==> config.mk <==
export PLATFORM = sky130hd
export DESIGN_NAME = lot_ctrl_flat
export DESIGN_NICKNAME = d
export VERILOG_FILES = /design/src/rtl/lot_ctrl_if.sv /design/src/rtl/lot_ctrl.sv /design/src/flat_wrapper.sv
export SDC_FILE = /design/constraint.sdc
export NUM_CORES = 1
export LEC_CHECK = 0
export CORE_ASPECT_RATIO = 1.5
export CORE_MARGIN = 1.5
export CORE_UTILIZATION = 45
export CTS_CLUSTER_DIAMETER = 60
export DETAILED_ROUTE_END_ITERATION = 8
export PLACE_DENSITY = 0.63
export REMOVE_ABC_BUFFERS = 1
export SLEW_MARGIN = 20
export SYNTH_ARGS = -nofsm -noshare
export SYNTH_HDL_FRONTEND = slang
export SYNTH_SLANG_ARGS = --single-unit
export TNS_END_PERCENT = 50
==> constraint.sdc <==
create_clock -name clk -period 2.4 [get_ports clk]
set_clock_uncertainty 0.15 [all_clocks]
set_input_delay 0.36 -clock clk [delete_from_list [all_inputs] [get_ports clk]]
set_output_delay 0.36 -clock clk [all_outputs]
set_load 0.005 [all_outputs]
==> src/rtl/lot_ctrl_if.sv <==
// lot_ctrl_if: connection bundle between the parking-lot admission sequencer
// and its neighbours (detector events in, counter commands / gate and status
// flags out).
//   inc, dec            : one-cycle car events from the detector
//   cnt_inc, cnt_dec    : one-cycle commands to the BCD counter
//   gate_in, gate_out   : gate open levels
//   occupancy           : binary car count
//   full, deny, err     : status flags for the display path
// Modports: master drives the events and observes the rest (detector or bench
// side); slave is the sequencer itself.
interface lot_ctrl_if;
  logic       inc;
  logic       dec;
  logic       cnt_inc;
  logic       cnt_dec;
  logic       gate_in;
  logic       gate_out;
  logic [6:0] occupancy;
  logic       full;
  logic       deny;
  logic       err;

  modport master (
    output inc, dec,
    input  cnt_inc, cnt_dec, gate_in, gate_out, occupancy, full, deny, err
  );

  modport slave (
    input  inc, dec,
    output cnt_inc, cnt_dec, gate_in, gate_out, occupancy, full, deny, err
  );
endinterface

==> src/rtl/lot_ctrl.sv <==
// lot_ctrl: parking-lot admission sequencer.
// Latches detector entry/exit events into 1-deep pending flags, admits cars
// against CAPACITY, issues single-cycle commands to the BCD counter, holds the
// matching gate open for GATE_CYCLES cycles, and flags full/deny/err.
// Ports:
//   clk   : system clock
//   reset : synchronous, active-high reset
//   bus   : lot_ctrl_if.slave (events in; commands, gates, occupancy, flags out)
// Parameters:
//   CAPACITY    : maximum occupancy, 1..99
//   GATE_CYCLES : cycles a gate stays open per car, >= 2
// All outputs are registered.
module lot_ctrl #(
  parameter int CAPACITY    = 20,
  parameter int GATE_CYCLES = 50_000_000
) (
  input  logic        clk,
  input  logic        reset,
  lot_ctrl_if.slave   bus
);

  localparam int               TMR_W    = (GATE_CYCLES > 2) ? $clog2(GATE_CYCLES) : 1;
  localparam logic [TMR_W-1:0] TMR_LAST = TMR_W'(GATE_CYCLES - 1);
  localparam logic [6:0]       CAP      = 7'(CAPACITY);

  typedef enum logic [1:0] {
    IDLE     = 2'd0,
    GATE_IN  = 2'd1,
    GATE_OUT = 2'd2
  } state_e;

  state_e           state_q, state_d;
  logic [TMR_W-1:0] tmr_q, tmr_d;
  logic             pend_in_q, pend_in_d;
  logic             pend_out_q, pend_out_d;
  logic [6:0]       occ_q, occ_d;
  logic             full_q, full_d;
  logic             cnt_inc_q, cnt_inc_d;
  logic             cnt_dec_q, cnt_dec_d;
  logic             gate_in_q, gate_in_d;
  logic             gate_out_q, gate_out_d;
  logic             deny_q, deny_d;
  logic             err_q, err_d;

  // Exit/entry requests seen in IDLE: anything already pending plus this
  // cycle's pulse, so an event arriving in IDLE is served with latency 1.
  logic want_out, want_in;
  assign want_out = pend_out_q | bus.dec;
  assign want_in  = pend_in_q  | bus.inc;

  // NOTE: every signal written here gets a default first, so no path through
  // the case can leave one unassigned and infer a latch.
  always_comb begin
    state_d    = state_q;
    tmr_d      = tmr_q;
    pend_in_d  = pend_in_q  | bus.inc;
    pend_out_d = pend_out_q | bus.dec;
    occ_d      = occ_q;
    cnt_inc_d  = 1'b0;
    cnt_dec_d  = 1'b0;
    deny_d     = 1'b0;
    // An event arriving while its flag is still set has nowhere to go.
    err_d      = (bus.inc & pend_in_q) | (bus.dec & pend_out_q);

    unique case (state_q)
      IDLE: begin
        tmr_d = '0;
        if (want_out) begin
          // Exit takes priority; a simultaneous entry stays latched in pend_in.
          pend_out_d = 1'b0;
          if (occ_q != 7'd0) begin
            state_d   = GATE_OUT;
            cnt_dec_d = 1'b1;
            occ_d     = occ_q - 7'd1;
          end else begin
            err_d = 1'b1;
          end
        end else if (want_in) begin
          pend_in_d = 1'b0;
          if (occ_q < CAP) begin
            state_d   = GATE_IN;
            cnt_inc_d = 1'b1;
            occ_d     = occ_q + 7'd1;
          end else begin
            deny_d = 1'b1;
          end
        end
      end

      GATE_IN, GATE_OUT: begin
        if (tmr_q == TMR_LAST) begin
          state_d = IDLE;
          tmr_d   = '0;
        end else begin
          tmr_d = tmr_q + 1'b1;
        end
      end

      default: begin
        state_d = IDLE;
        tmr_d   = '0;
      end
    endcase

    // Gate levels and full follow the next state so they change on the same
    // edge as the state and occupancy they describe.
    gate_in_d  = (state_d == GATE_IN);
    gate_out_d = (state_d == GATE_OUT);
    full_d     = (occ_d == CAP);
  end

  // NOTE: state is updated with non-blocking assignments so every register
  // samples the pre-edge values computed above, independent of statement order.
  always_ff @(posedge clk) begin
    if (reset) begin
      state_q    <= IDLE;
      tmr_q      <= '0;
      pend_in_q  <= 1'b0;
      pend_out_q <= 1'b0;
      occ_q      <= '0;
      full_q     <= 1'b0;
      cnt_inc_q  <= 1'b0;
      cnt_dec_q  <= 1'b0;
      gate_in_q  <= 1'b0;
      gate_out_q <= 1'b0;
      deny_q     <= 1'b0;
      err_q      <= 1'b0;
    end else begin
      state_q    <= state_d;
      tmr_q      <= tmr_d;
      pend_in_q  <= pend_in_d;
      pend_out_q <= pend_out_d;
      occ_q      <= occ_d;
      full_q     <= full_d;
      cnt_inc_q  <= cnt_inc_d;
      cnt_dec_q  <= cnt_dec_d;
      gate_in_q  <= gate_in_d;
      gate_out_q <= gate_out_d;
      deny_q     <= deny_d;
      err_q      <= err_d;
    end
  end

  assign bus.cnt_inc   = cnt_inc_q;
  assign bus.cnt_dec   = cnt_dec_q;
  assign bus.gate_in   = gate_in_q;
  assign bus.gate_out  = gate_out_q;
  assign bus.occupancy = occ_q;
  assign bus.full      = full_q;
  assign bus.deny      = deny_q;
  assign bus.err       = err_q;

endmodule

==> src/flat_wrapper.sv <==
// flat-port wrapper written by rule: the top's interface ports become plain ports
module lot_ctrl_flat 
#(
  parameter int CAPACITY    = 20,
  parameter int GATE_CYCLES = 50_000_000
)
  (clk, reset, bus_inc, bus_dec, bus_cnt_inc, bus_cnt_dec, bus_gate_in, bus_gate_out, bus_occupancy, bus_full, bus_deny, bus_err);
  lot_ctrl_if bus_i ();
  input  logic clk;
  input  logic reset;
  input wire logic [$bits(bus_i.inc)-1:0] bus_inc;
  input wire logic [$bits(bus_i.dec)-1:0] bus_dec;
  output wire logic [$bits(bus_i.cnt_inc)-1:0] bus_cnt_inc;
  output wire logic [$bits(bus_i.cnt_dec)-1:0] bus_cnt_dec;
  output wire logic [$bits(bus_i.gate_in)-1:0] bus_gate_in;
  output wire logic [$bits(bus_i.gate_out)-1:0] bus_gate_out;
  output wire logic [$bits(bus_i.occupancy)-1:0] bus_occupancy;
  output wire logic [$bits(bus_i.full)-1:0] bus_full;
  output wire logic [$bits(bus_i.deny)-1:0] bus_deny;
  output wire logic [$bits(bus_i.err)-1:0] bus_err;
  assign bus_i.inc = bus_inc;
  assign bus_i.dec = bus_dec;
  assign bus_cnt_inc = bus_i.cnt_inc;
  assign bus_cnt_dec = bus_i.cnt_dec;
  assign bus_gate_in = bus_i.gate_in;
  assign bus_gate_out = bus_i.gate_out;
  assign bus_occupancy = bus_i.occupancy;
  assign bus_full = bus_i.full;
  assign bus_deny = bus_i.deny;
  assign bus_err = bus_i.err;
  lot_ctrl #(.CAPACITY(CAPACITY), .GATE_CYCLES(GATE_CYCLES)) u_core (.clk(clk), .reset(reset), .bus(bus_i));
endmodule
# Word level (Yosys, flattened, before mapping)
# Index checks and enable logic that the tools add are counted.
# word_totals
output_inout_bits	14
elab_cells	57
register_bits	44
in_bits	4
# op_classes
reduce_logical	7
n_lt_le_gt_ge	1
n_mux	19
n_eq_ne	6
bitwise	9
add_sub_neg	3
# op_table
cell	count
$mux 7	5
$add 26x1->26 const B	1
$eq 26x26->1 const B	1
$mux 2	5
$mux 1	8
$add 7x1->7 const B	1
$eq 7x5->1 const B	1
$lt 7x5->1 const B	1
$reduce_bool 7->1	1
$sub 7x1->7 const B	1
$reduce_or 3->1	2
$eq 2x1->1 const B	2
$eq 2x2->1 const B	2
$not 1->1	4
$pmux 2 s2	1
$reduce_or 2->1	2
$reduce_or 4->1	1
$or 1x1->1	3
$and 1x1->1	2
$logic_not 2->1	1

# Depth between registers and ports, before layout
# depth
ltp_word	6
mapped_depth	8

# Worst setup path after synthesis
# No wires, ideal clock.
# synth_timing
path_type	reg-to-reg
startpoint	reg u_core.state_q[0]
endpoint	reg u_core.full_q, in the netlist u_core.bus.full
path_buffers	0
required_time_ps	2162
period_less_slack_ps	2202
setup_slack_ps	198
arrival_time_ps	1965
setup_ps	88
path_stages_with_launch	8
path_cell_list	dfxtp_1 -> inv_1 -> ha_1 -> or4b_4 -> or4_4 -> a221oi_2 -> o211ai_1 -> nor4_2
# synth_via
elab_chain_cells	3
# synth_rtl
item	line	source
start: declaration	lot_ctrl.sv:32	state_e state_q, state_d;
start signal: assignment	lot_ctrl.sv:129	state_q <= state_d;
$logic_not 2->1	lot_ctrl.sv:65	unique case (state_q)
$mux 7	lot_ctrl.sv:65	
$eq 7x5->1	lot_ctrl.sv:109	full_d = (occ_d == CAP);
end signal: assignment	lot_ctrl.sv:134	full_q <= full_d;
end: declaration	lot_ctrl.sv:37	logic full_q, full_d;
# No other way between the ends.
# A chain may end at the register's enable or synchronous reset.

# Worst setup path in the final report
# Same ends and word-level chain as after synthesis.

==> metrics.txt <==
Post-synth ARST share 0%; Mean Syn Cell Area slightly below 9 sq um; placed instance count ~330; Tmin final between 2 and 2.5 ns; VDD IR-drop max about 0.46 mV; CP startpoint kind flop; Port Buffers 17; power per cell area between 1000 and 1500 nW/um^2; die width 59.0 microns; register area roughly 880 sq um; max-cap check violation count 0; clk buf depth 2; CP Data Arrival Time 2.31 ns; vias per cell 5.43; first-pass GRT wire length a little over 8000 microns; Yosys reg bits 44; Antenna Cells 0; Pwr Total 2.75 mW; unrepaired setup endpoints after global routing false; DRC errors left 0; post-route cell area 2620 sq um; CTS tree done; fraction of layout cells with a size suffix above 1 roughly 16%; synth top area cells dfxtp_1 42%, xor2_1 7.0%, nor2_1 6.7%; Die ar. 5140 sq um; site row count 30; CTS sink cnt 44; Synth area leader dfxtp_1; synth cell count leaders 44 x dfxtp_1, 38 x nor2_1, 17 x nand3_1, 17 x xor2_1, 11 x nand2_1; placed cell area between 2000 and 2500 sq um; critical path peak fanout 4; multi-input logic area roughly 1200 sq um; number of antenna violations at the first check in global routing 0; Filler Cell Count between 400 and 500; total track usage between 20% and 30%; setup violators final 0; Req. time, crit path between 2 and 2.5 ns; Die Y between 80 and 90 microns; clk_lat worst skew approximately 0.3 ns; f_max approximately 0.45 GHz; vias in the first global route 1,843; Post-Synthesis Cells ~240; Slew headroom between 60% and 70%; area share of the largest cell type after synthesis 41.6%; period utilisation layout 93.5%; type of the tightest min-delay check flop to flop; detailed-router iteration count before antenna repair 7; H-tree Lvls 2; Slew Viols, Final 0; final hold vios 0; Worst-path clk slew ~0.09 ns; sequential-to-total area share from yosys stat a little over 40%; vias 1,826; routability cong. 0.922; Leak Pwr between 0.9 and 1 nW; clk root buf clkbuf_8; iteration-0 DRC count of the detailed router between 70 and 80; I/O pin cnt 18; post-DP HPWL between 3000 and 4000 microns; Netlist cell types 52; cts hold-fix bufs 0; Ys Warns 0; status complete, no violations; worst setup path class flop to flop; largest net degree at the start of global routing 27; predominant post-synthesis flop cell dfxtp_1; DRT antenna net count 0; total gr overflow 0; most numerous cell in the Yosys netlist dfxtp_1; Starting Density roughly 47%; total length of routed wires 4540 microns; number of flops mapped to enable cells by yosys 0; core region area 4540 sq um; Area growth, synth to finish 23.4%; Final Non-Filler Cells 336; cell area after synthesis ~2100 sq um; number of buffers created by CTS 5; worst slew pin tran around 0.46 ns; Final nets 280; Critical Path End Type flop; Avg WL per Cell about 14 microns
## critical path: stages (launching register included)
cell and delay (ns):
dfxtp_2 0.35, inv_2 0.07, ha_4 0.13, or4b_4 0.47, or4_4 0.45, a221oi_2 0.28
o211ai_1 0.13, nor4_2 0.13
## cell families after synthesis
| group | share of synthesized area, % |
|---|---|
| mux | 0.472 |
| buf+inv | 3.78 |
| flops | 41.6 |
| fa+ha+maj | 3.42 |
| simple gates | 29.5 |
| xor+xnor | 9.50 |
| compound gates | 11.7 |
## metal layers
| layer | vias up | GRT usage [%] | part of all wire [%] |
|---|---|---|---|
| met5 | - | 0 | 0 |
| met4 | 0 | 11.6 | 3.3 |
| met3 | 15 | 3.42 | 2.5 |
| met2 | 37 | 36.1 | 54 |
| met1 | 852 | 22.2 | 40 |
| li1 | 922 | - | - |
## cell type report
cell class	instances	share of cell area [%]
multi-input combinational	177	45.0
sequential	44	33.8
timing repair buffer	34	12.0
clock buffer	7	3.68
tap	64	3.06
inverter	9	1.29
clock inverter	1	1.15
## layout by cell type, fill, tap and decap left out, types with 2 or more instances in the layout
cell             instances
clkbuf_8                 7
a31o_2                   2
dfxtp_1                 42
nand3_1                 17
nor4b_1                  2
nor4_1                   3
xor2_1                  17
nor2_1                  38
inv_2                    2
nand4b_1                 2
clkdlybuf4s50_1         17
and4_1                   2
nand4_1                  8
nor3_1                   3
nor4_2                   2
a221oi_1                 3
nand2_1                 11
a21oi_1                  5
buf_4                   15
o211ai_1                 2
ha_1                     4
inv_1                    7
or4_1                    2
or3_1                    2
o211a_1                  2
xnor2_1                  6
and2_1                   5
dfxtp_2                  2
and3_1                   9
o21ai_0                  4
o21a_1                   2
## power by group
group / switching (mW) / internal (mW) / leakage, nW
combinational: 0.601 / 0.606 / 0.551
sequential: 0.0886 / 0.835 / 0.357
clock: 0.255 / 0.368 / 0.0645
total: 0.944 / 1.81 / 0.973
## worst paths after layout
kind | start | to | slack, ns | cells past startpoint
max | u_core.state_q[0] | u_core.bus.full | 0.16 | 7
min | u_core.tmr_q[0] | u_core.tmr_q[0] | 0.30 | 1
max reg2reg | u_core.state_q[0] | u_core.bus.full | 0.16 | 7
min reg2reg | u_core.tmr_q[0] | u_core.tmr_q[0] | 0.30 | 1
## sequential cells by signal, indices dropped and copies added, names as in the netlist
register              count
u_core.tmr_q             26
u_core.pend_out_q         1
u_core.bus.gate_in        1
u_core.bus.occupancy      7
u_core.bus.cnt_dec        1
u_core.bus.deny           1
u_core.bus.full           1
u_core.bus.cnt_inc        1
u_core.pend_in_q          1
u_core.state_q            2
u_core.bus.gate_out       1
u_core.bus.err            1
## metrics by stage
stage / worst slack, ns / utilization, % / setup TNS, ns / hold WS [ns]
3_5_place_dp: -0.0398 / 54.2 / -0.0398 / 0.294
4_1_cts: 0.0596 / 57.0 / 0 / 0.311
5_1_grt: 0.00710 / 57.6 / 0 / 0.329
3_3_place_gp: -0.0108 / 54.2 / -0.0108 / 0.280
2_1_floorplan: 0.0408 / - / 0 / 0.263
6_report: 0.156 / 57.6 / 0 / 0.302
## repair_timing
item,CTS,global route
endpoints found under the setup margin,0,4
buffers inserted,0,0
gates resized for setup,0,8
No activity file was read; power rests on OpenSTA's default activity.
